==> config.mk <==
export PLATFORM = sky130hd
export DESIGN_NAME = inst_issue_ctrl_flat
export DESIGN_NICKNAME = d
export VERILOG_FILES = /design/src/rtl/inst_issue_ctrl_if.sv /design/src/rtl/inst_issue_ctrl.sv /design/src/flat_wrapper.sv
export SDC_FILE = /design/constraint.sdc
export NUM_CORES = 1
export LEC_CHECK = 0
export BUFFER_PORTS_ARGS = -buffer_cell sky130_fd_sc_hd__clkbuf_2
export CORE_UTILIZATION = 45
export CTS_CLUSTER_SIZE = 24
export DETAILED_ROUTE_END_ITERATION = 12
export GPL_TIMING_DRIVEN = 0
export PLACE_DENSITY_LB_ADDON = 0.3
export SLEW_MARGIN = 20
export SYNTH_ARGS = -nofsm -noshare
export SYNTH_HDL_FRONTEND = slang
export SYNTH_SLANG_ARGS = --single-unit
==> constraint.sdc <==
create_clock -name clk_in -period 5.7 [get_ports clk_in]
set_input_delay 0.57 -clock clk_in [delete_from_list [all_inputs] [get_ports clk_in]]
set_output_delay 0.57 -clock clk_in [all_outputs]
set_load 0.05 [all_outputs]
==> src/rtl/inst_issue_ctrl_if.sv <==
// Bundles the fetch, decode, issue, JALR-resolve and flush signals of the
// instruction issue controller.
//   master : the issue controller (drives fetch requests, decoder input, issue fields)
//   slave  : its environment (icache, decoder, ROB/RS/LSB status, redirect sources)
interface inst_issue_ctrl_if;
  logic        ic_req_valid;
  logic [31:0] ic_req_addr;
  logic        ic_resp_valid;
  logic [31:0] ic_resp_inst;

  logic [31:0] dec_inst;
  logic [5:0]  dec_order;
  logic [4:0]  dec_rd;
  logic [4:0]  dec_rs1;
  logic [4:0]  dec_rs2;
  logic [31:0] dec_imm;

  logic        rob_full;
  logic        rs_full;
  logic        lsb_full;

  logic        issue_valid;
  logic [5:0]  issue_order;
  logic [4:0]  issue_rd;
  logic [4:0]  issue_rs1;
  logic [4:0]  issue_rs2;
  logic [31:0] issue_imm;
  logic [31:0] issue_pc;
  logic        issue_to_lsb;
  logic        issue_pred_taken;

  logic        jalr_done_valid;
  logic [31:0] jalr_done_pc;
  logic        flush_valid;
  logic [31:0] flush_pc;

  modport master (
    output ic_req_valid, ic_req_addr, dec_inst,
           issue_valid, issue_order, issue_rd, issue_rs1, issue_rs2,
           issue_imm, issue_pc, issue_to_lsb, issue_pred_taken,
    input  ic_resp_valid, ic_resp_inst,
           dec_order, dec_rd, dec_rs1, dec_rs2, dec_imm,
           rob_full, rs_full, lsb_full,
           jalr_done_valid, jalr_done_pc, flush_valid, flush_pc
  );

  modport slave (
    input  ic_req_valid, ic_req_addr, dec_inst,
           issue_valid, issue_order, issue_rd, issue_rs1, issue_rs2,
           issue_imm, issue_pc, issue_to_lsb, issue_pred_taken,
    output ic_resp_valid, ic_resp_inst,
           dec_order, dec_rd, dec_rs1, dec_rs2, dec_imm,
           rob_full, rs_full, lsb_full,
           jalr_done_valid, jalr_done_pc, flush_valid, flush_pc
  );
endinterface

==> src/rtl/inst_issue_ctrl.sv <==
// Front-end sequencer: fetches one instruction at pc from the icache, feeds
// it to the external combinational decoder, issues the decoded fields to the
// ROB and RS/LSB when they can accept, and predicts the next pc (JAL taken,
// backward branches taken, stall on JALR until its target resolves).
// Ports:
//   clk_in    system clock, rising edge
//   rst_n_in  asynchronous active-low reset
//   rdy_in    global ready; low freezes the block (valid outputs drop to 0)
//   bus       inst_issue_ctrl_if.master: icache req/resp, decoder, full
//             flags, issue fields, JALR resolve, ROB flush
module inst_issue_ctrl #(
  parameter logic [31:0] RESET_PC = 32'h0
) (
  input  logic                  clk_in,
  input  logic                  rst_n_in,
  input  logic                  rdy_in,
  inst_issue_ctrl_if.master     bus
);

  typedef enum logic [2:0] {
    FETCH,
    WAIT,
    ISSUE,
    STALL_JALR,
    DROP
  } state_t;

  state_t      state, state_n;
  logic [31:0] pc, pc_n;
  logic [31:0] ibuf, ibuf_n;
  logic        req_n;
  logic        fire;

  logic is_lsb, is_jal, is_jalr, is_br, pred;

  always_comb begin
    is_lsb  = ((bus.dec_order >= 6'd13) && (bus.dec_order <= 6'd17)) ||
              ((bus.dec_order >= 6'd27) && (bus.dec_order <= 6'd29));
    is_jal  = (bus.dec_order == 6'd30);
    is_jalr = (bus.dec_order == 6'd12);
    is_br   = (bus.dec_order >= 6'd31) && (bus.dec_order <= 6'd36);
    pred    = is_jal || (is_br && bus.dec_imm[31]);
  end

  always_comb begin
    state_n = state;
    pc_n    = pc;
    ibuf_n  = ibuf;
    req_n   = 1'b0;
    fire    = 1'b0;
    if (bus.flush_valid) begin
      // A response still owed by the icache must be swallowed in DROP.
      pc_n = bus.flush_pc;
      if (state == DROP)
        state_n = bus.ic_resp_valid ? FETCH : DROP;
      else if (state == WAIT && !bus.ic_resp_valid)
        state_n = DROP;
      else
        state_n = FETCH;
    end else begin
      case (state)
        FETCH: begin
          req_n   = 1'b1;
          state_n = WAIT;
        end
        WAIT: begin
          if (bus.ic_resp_valid) begin
            ibuf_n  = bus.ic_resp_inst;
            state_n = ISSUE;
          end
        end
        ISSUE: begin
          if (!bus.rob_full && !(is_lsb ? bus.lsb_full : bus.rs_full)) begin
            fire = 1'b1;
            if (pred)         pc_n = pc + bus.dec_imm;
            else if (is_jalr) pc_n = pc;
            else              pc_n = pc + 32'd4;
            state_n = is_jalr ? STALL_JALR : FETCH;
          end
        end
        STALL_JALR: begin
          if (bus.jalr_done_valid) begin
            pc_n    = bus.jalr_done_pc;
            state_n = FETCH;
          end
        end
        DROP: begin
          if (bus.ic_resp_valid) state_n = FETCH;
        end
        default: state_n = FETCH;
      endcase
    end
  end

  always_ff @(posedge clk_in or negedge rst_n_in) begin
    if (!rst_n_in) begin
      state                <= FETCH;
      pc                   <= RESET_PC;
      ibuf                 <= '0;
      bus.ic_req_valid     <= 1'b0;
      bus.ic_req_addr      <= RESET_PC;
      bus.issue_valid      <= 1'b0;
      bus.issue_order      <= '0;
      bus.issue_rd         <= '0;
      bus.issue_rs1        <= '0;
      bus.issue_rs2        <= '0;
      bus.issue_imm        <= '0;
      bus.issue_pc         <= '0;
      bus.issue_to_lsb     <= 1'b0;
      bus.issue_pred_taken <= 1'b0;
    end else if (rdy_in) begin
      state            <= state_n;
      pc               <= pc_n;
      ibuf             <= ibuf_n;
      bus.ic_req_valid <= req_n;
      bus.issue_valid  <= fire;
      if (req_n) bus.ic_req_addr <= pc;
      if (fire) begin
        bus.issue_order      <= bus.dec_order;
        bus.issue_rd         <= bus.dec_rd;
        bus.issue_rs1        <= bus.dec_rs1;
        bus.issue_rs2        <= bus.dec_rs2;
        bus.issue_imm        <= bus.dec_imm;
        bus.issue_pc         <= pc;
        bus.issue_to_lsb     <= is_lsb;
        bus.issue_pred_taken <= pred;
      end
    end else begin
      bus.ic_req_valid <= 1'b0;
      bus.issue_valid  <= 1'b0;
    end
  end

  assign bus.dec_inst = ibuf;

endmodule

==> src/flat_wrapper.sv <==
// flat-port wrapper written by rule: the top's interface ports become plain ports
module inst_issue_ctrl_flat 
#(
  parameter logic [31:0] RESET_PC = 32'h0
)
  (clk_in, rst_n_in, rdy_in, bus_ic_req_valid, bus_ic_req_addr, bus_dec_inst, bus_issue_valid, bus_issue_order, bus_issue_rd, bus_issue_rs1, bus_issue_rs2, bus_issue_imm, bus_issue_pc, bus_issue_to_lsb, bus_issue_pred_taken, bus_ic_resp_valid, bus_ic_resp_inst, bus_dec_order, bus_dec_rd, bus_dec_rs1, bus_dec_rs2, bus_dec_imm, bus_rob_full, bus_rs_full, bus_lsb_full, bus_jalr_done_valid, bus_jalr_done_pc, bus_flush_valid, bus_flush_pc);
  inst_issue_ctrl_if bus_i ();
  input  logic clk_in;
  input  logic rst_n_in;
  input  logic rdy_in;
  output wire logic [$bits(bus_i.ic_req_valid)-1:0] bus_ic_req_valid;
  output wire logic [$bits(bus_i.ic_req_addr)-1:0] bus_ic_req_addr;
  output wire logic [$bits(bus_i.dec_inst)-1:0] bus_dec_inst;
  output wire logic [$bits(bus_i.issue_valid)-1:0] bus_issue_valid;
  output wire logic [$bits(bus_i.issue_order)-1:0] bus_issue_order;
  output wire logic [$bits(bus_i.issue_rd)-1:0] bus_issue_rd;
  output wire logic [$bits(bus_i.issue_rs1)-1:0] bus_issue_rs1;
  output wire logic [$bits(bus_i.issue_rs2)-1:0] bus_issue_rs2;
  output wire logic [$bits(bus_i.issue_imm)-1:0] bus_issue_imm;
  output wire logic [$bits(bus_i.issue_pc)-1:0] bus_issue_pc;
  output wire logic [$bits(bus_i.issue_to_lsb)-1:0] bus_issue_to_lsb;
  output wire logic [$bits(bus_i.issue_pred_taken)-1:0] bus_issue_pred_taken;
  input wire logic [$bits(bus_i.ic_resp_valid)-1:0] bus_ic_resp_valid;
  input wire logic [$bits(bus_i.ic_resp_inst)-1:0] bus_ic_resp_inst;
  input wire logic [$bits(bus_i.dec_order)-1:0] bus_dec_order;
  input wire logic [$bits(bus_i.dec_rd)-1:0] bus_dec_rd;
  input wire logic [$bits(bus_i.dec_rs1)-1:0] bus_dec_rs1;
  input wire logic [$bits(bus_i.dec_rs2)-1:0] bus_dec_rs2;
  input wire logic [$bits(bus_i.dec_imm)-1:0] bus_dec_imm;
  input wire logic [$bits(bus_i.rob_full)-1:0] bus_rob_full;
  input wire logic [$bits(bus_i.rs_full)-1:0] bus_rs_full;
  input wire logic [$bits(bus_i.lsb_full)-1:0] bus_lsb_full;
  input wire logic [$bits(bus_i.jalr_done_valid)-1:0] bus_jalr_done_valid;
  input wire logic [$bits(bus_i.jalr_done_pc)-1:0] bus_jalr_done_pc;
  input wire logic [$bits(bus_i.flush_valid)-1:0] bus_flush_valid;
  input wire logic [$bits(bus_i.flush_pc)-1:0] bus_flush_pc;
  assign bus_ic_req_valid = bus_i.ic_req_valid;
  assign bus_ic_req_addr = bus_i.ic_req_addr;
  assign bus_dec_inst = bus_i.dec_inst;
  assign bus_issue_valid = bus_i.issue_valid;
  assign bus_issue_order = bus_i.issue_order;
  assign bus_issue_rd = bus_i.issue_rd;
  assign bus_issue_rs1 = bus_i.issue_rs1;
  assign bus_issue_rs2 = bus_i.issue_rs2;
  assign bus_issue_imm = bus_i.issue_imm;
  assign bus_issue_pc = bus_i.issue_pc;
  assign bus_issue_to_lsb = bus_i.issue_to_lsb;
  assign bus_issue_pred_taken = bus_i.issue_pred_taken;
  assign bus_i.ic_resp_valid = bus_ic_resp_valid;
  assign bus_i.ic_resp_inst = bus_ic_resp_inst;
  assign bus_i.dec_order = bus_dec_order;
  assign bus_i.dec_rd = bus_dec_rd;
  assign bus_i.dec_rs1 = bus_dec_rs1;
  assign bus_i.dec_rs2 = bus_dec_rs2;
  assign bus_i.dec_imm = bus_dec_imm;
  assign bus_i.rob_full = bus_rob_full;
  assign bus_i.rs_full = bus_rs_full;
  assign bus_i.lsb_full = bus_lsb_full;
  assign bus_i.jalr_done_valid = bus_jalr_done_valid;
  assign bus_i.jalr_done_pc = bus_jalr_done_pc;
  assign bus_i.flush_valid = bus_flush_valid;
  assign bus_i.flush_pc = bus_flush_pc;
  inst_issue_ctrl #(.RESET_PC(RESET_PC)) u_core (.clk_in(clk_in), .rst_n_in(rst_n_in), .rdy_in(rdy_in), .bus(bus_i));
endmodule
==> impl_metrics.json <==
{
  "run_status": "finished, final reports clean",
  "numCtsBuffers": 17,
  "drt-wirelength-per-cell_um": 19.7,
  "synthDominantCellAreaShare_pct": 45.8,
  "cp_num_buf_inv": 0,
  "htreeDepth": 4,
  "min_period_ns": 3.36,
  "critical_path.cell_chain": "ha_1 > nor2b_1 > o31a_1 > o31a_1 > o221a_2 > a31o_2 > or2_2 > a311oi_1 > mux2i_1 > a21oi_1",
  "critical_path_arrival_ns": 3.68,
  "peakVddDrop_v": 0.000293,
  "initial_antenna_violation_count": 1,
  "synth.avg_cell_area_um2": 10.4,
  "root_buffer": "sky130_fd_sc_hd__clkbuf_16",
  "avgViaCountPerCell": 5.65,
  "cts-resized-gates": 0,
  "drt_drc_violations_left": 0,
  "rows": 54,
  "fillerInstances": 1959,
  "track_usage_pct": 27.7,
  "die-height_um": 153,
  "synth_cells": 987,
  "dp_hpwl_mm": 24.1,
  "worst_pin_slew_ns": 0.869,
  "finish.net_count": 1509,
  "postCtsSetupBuffers": 0,
  "end_kind": "register",
  "powerDensity_nw_per_um2": 438,
  "mostFrequentLayoutCells": "308 x sky130_fd_sc_hd__clkbuf_2, 188 x sky130_fd_sc_hd__dfrtp_1, 143 x sky130_fd_sc_hd__mux2_2",
  "post_synth_num_cell_types": 62,
  "finalHoldViolations": 0,
  "postSynthRegisterBits": 188,
  "start_util_pct": 46.5,
  "die_x_um": 153,
  "layout-drive-gt1-share_pct": 38.2,
  "gp_congestion": 0.904,
  "async_flop_share_pct": 100,
  "timing.critical_path.required_ns": 6.02,
  "critical_path.slowest_cell": "sky130_fd_sc_hd__dfrtp_1",
  "vias": 9103,
  "critPathLaunchType": "register",
  "edff_count_synth": 0,
  "timing.critical_path.mode_cell": "sky130_fd_sc_hd__o31a_1",
  "crit_family": "compound AO/OA/AOI/OAI gates",
  "io_pins": 311,
  "clock-sinks": 188,
  "grt_first_pass_wirelength_mm": 50.0,
  "setup_tns_ns": 0,
  "clk_latency_ns": 0.44,
  "layout.cells.most_common": "sky130_fd_sc_hd__clkbuf_2",
  "drt_antenna_net_count": 0,
  "crit_path_max_incr_delay_ns": 0.50,
  "biggest_fanout_along_the_worst_timing_path": 9,
  "setup-violations-final": 0,
  "fmax_mhz": 298,
  "ctsLongestPathBuffers": 2,
  "leakage_nw": 6.30,
  "fin_skew_ns": 0.0123,
  "timing.final.max_slew_violations": 0,
  "synth.top_cells.by_area": "sky130_fd_sc_hd__dfrtp_1 46%, sky130_fd_sc_hd__mux2_2 16%, sky130_fd_sc_hd__ha_1 3.9%",
  "detail_route.first_pass.iterations": 5,
  "mappedNetlistArea_um2": 10300,
  "first_global_vias": 9039,
  "cts_hold_buf": 0,
  "mappedNetlistNets": 1178,
  "worstHoldPathType": "in2async",
  "grt_overflow_total": 0,
  "area_delta_synth_final_pct": 24.9,
  "grt_setup_unrepaired": "no",
  "tritoncts_clock_tree": "done",
  "drt-total-wl_mm": 31.7,
  "design.core.area_um2": 22100,
  "initialDrtViolationCount": 789,
  "synth_top_area_cell": "sky130_fd_sc_hd__dfrtp_1",
  "sequential_cell_area_fraction_in_the_yosys_report_pct": 45.8,
  "crit_type": "reg2reg",
  "finish.utilization_pct": 58.1,
  "slew_headroom_pct": 41.6,
  "layout_worst_path_cycle_share_pct": 59.0,
  "largest_net_degree_at_the_start_of_global_routing": 83,
  "die-area_um2": 23400,
  "number_of_warning_messages_in_the_yosys_log": 0,
  "max_cap_violations": 0,
  "cts.clk_slew.worst_paths_ns": 0.08,
  "placement.io_buffers": 309,
  "dominantRegCellSynth": "sky130_fd_sc_hd__dfrtp_1"
}
==> power breakdown <==
part,leakage [nW],switching [mW],internal (mW)
Combinational,3.62,1.78,0.768
Sequential,2.41,0.246,1.67
Clock,0.273,0.579,0.589
Total,6.30,2.60,3.02
==> synth_stat cells (3+ instances only) <==
| master | count |
|---|---|
| sky130_fd_sc_hd__dfrtp_1 | 188 |
| sky130_fd_sc_hd__mux2_2 | 143 |
| sky130_fd_sc_hd__nand2_1 | 76 |
| sky130_fd_sc_hd__nor2_1 | 76 |
| sky130_fd_sc_hd__a21oi_1 | 64 |
| sky130_fd_sc_hd__clkbuf_1 | 47 |
| sky130_fd_sc_hd__o21ai_0 | 42 |
| sky130_fd_sc_hd__nand3_1 | 35 |
| sky130_fd_sc_hd__ha_1 | 32 |
| sky130_fd_sc_hd__xnor2_1 | 29 |
| sky130_fd_sc_hd__nor3_1 | 23 |
| sky130_fd_sc_hd__xor2_1 | 19 |
| sky130_fd_sc_hd__nand4_1 | 14 |
| sky130_fd_sc_hd__o211ai_1 | 14 |
| sky130_fd_sc_hd__and3_1 | 13 |
| sky130_fd_sc_hd__inv_1 | 13 |
| sky130_fd_sc_hd__a211oi_1 | 12 |
| sky130_fd_sc_hd__a21o_1 | 12 |
| sky130_fd_sc_hd__a31oi_1 | 9 |
| sky130_fd_sc_hd__buf_2 | 9 |
| sky130_fd_sc_hd__o21a_1 | 9 |
| sky130_fd_sc_hd__mux2_1 | 8 |
| sky130_fd_sc_hd__nand2b_1 | 6 |
| sky130_fd_sc_hd__o22ai_1 | 6 |
| sky130_fd_sc_hd__or2_2 | 6 |
| sky130_fd_sc_hd__nor2b_1 | 5 |
| sky130_fd_sc_hd__a211o_1 | 4 |
| sky130_fd_sc_hd__a311oi_1 | 4 |
| sky130_fd_sc_hd__mux2i_1 | 4 |
| sky130_fd_sc_hd__o221ai_1 | 4 |
| sky130_fd_sc_hd__o41ai_1 | 4 |
| sky130_fd_sc_hd__a41oi_1 | 3 |
| sky130_fd_sc_hd__and2_1 | 3 |
| sky130_fd_sc_hd__nand3b_1 | 3 |
| sky130_fd_sc_hd__nor4_1 | 3 |
| sky130_fd_sc_hd__o31a_1 | 3 |
| sky130_fd_sc_hd__or3_1 | 3 |
==> layer usage <==
metal,part of all wire (%),global-route usage [%],wire (um)
met1,43,36.5,13500
met2,47,44.6,15000
met3,7.7,6.18,2430
met4,2.6,10.1,824
met5,0,0,0
==> final timing paths <==
check                                                     from                                    end  slack (ns)  cells after the start
min in group clk_in                             bus_dec_rs1[0]    u_core.bus.issue_rs1[0]$_DFFE_PN0P_        0.36                      2
min reg2reg                u_core.bus.issue_pc[31]$_DFFE_PN0P_    u_core.bus.issue_pc[31]$_DFFE_PN0P_        0.50                      1
max in group asynchronous                             rst_n_in  u_core.bus.issue_order[2]$_DFFE_PN0P_        4.98                      2
max                                   u_core.pc[2]$_DFFE_PN0P_              u_core.pc[30]$_DFFE_PN0P_        2.34                     10
max reg2reg                           u_core.pc[2]$_DFFE_PN0P_              u_core.pc[30]$_DFFE_PN0P_        2.34                     10
min                                                   rst_n_in    u_core.bus.issue_imm[5]$_DFFE_PN0P_        0.02                      1
==> flip-flops by register name, indices dropped and copies added, names as in the netlist, 3 cells and up <==
signal / flops
u_core.bus.ic_req_addr: 32
u_core.bus.issue_imm: 32
u_core.bus.issue_order: 6
u_core.bus.issue_rs2: 5
u_core.state: 3
u_core.pc: 32
u_core.bus.issue_rs1: 5
u_core.bus.issue_pc: 32
u_core.bus.issue_rd: 5
u_core.bus.dec_inst: 32
==> final cells by class <==
class	count	area, um2	share of cell area [%]
plain buffers	58	229	1.78
diodes	1	2.50	0.0195
clock inverters	14	126	0.985
clock buffers	18	439	3.42
well taps	280	350	2.73
flip-flops and latches	188	4700	36.7
repair buffers	312	1620	12.6
multi-input cells	728	5310	41.4
inverters	13	48.8	0.380
==> metrics by stage <==
step           cell area [um2]  std cells  power, mW  worst slack (ns)  hold slack, ns
2_1_floorplan            10300        987       3.79              2.62           0.274
3_3_place_gp             12200       1576       4.42             0.389           0.468
3_5_place_dp             12300       1579       4.47              2.12           0.479
4_1_cts                  12800       1611       5.65              2.39         0.00738
5_1_grt                  12800       1611       5.91              2.21          0.0101
6_report                 12800       1612       5.63              2.34          0.0184
==> cell families after synthesis <==
logic type / share of synthesized area, %
and+or+nand+nor: 12.9
AOI/OAI and AO/OA: 13.5
DFF: 45.8
muxes: 16.9
buffers and inverters: 2.70
xor gates and xnor gates: 4.09
adders and majority gates: 4.09
Note: power is estimated with default switching activity, not from simulation.
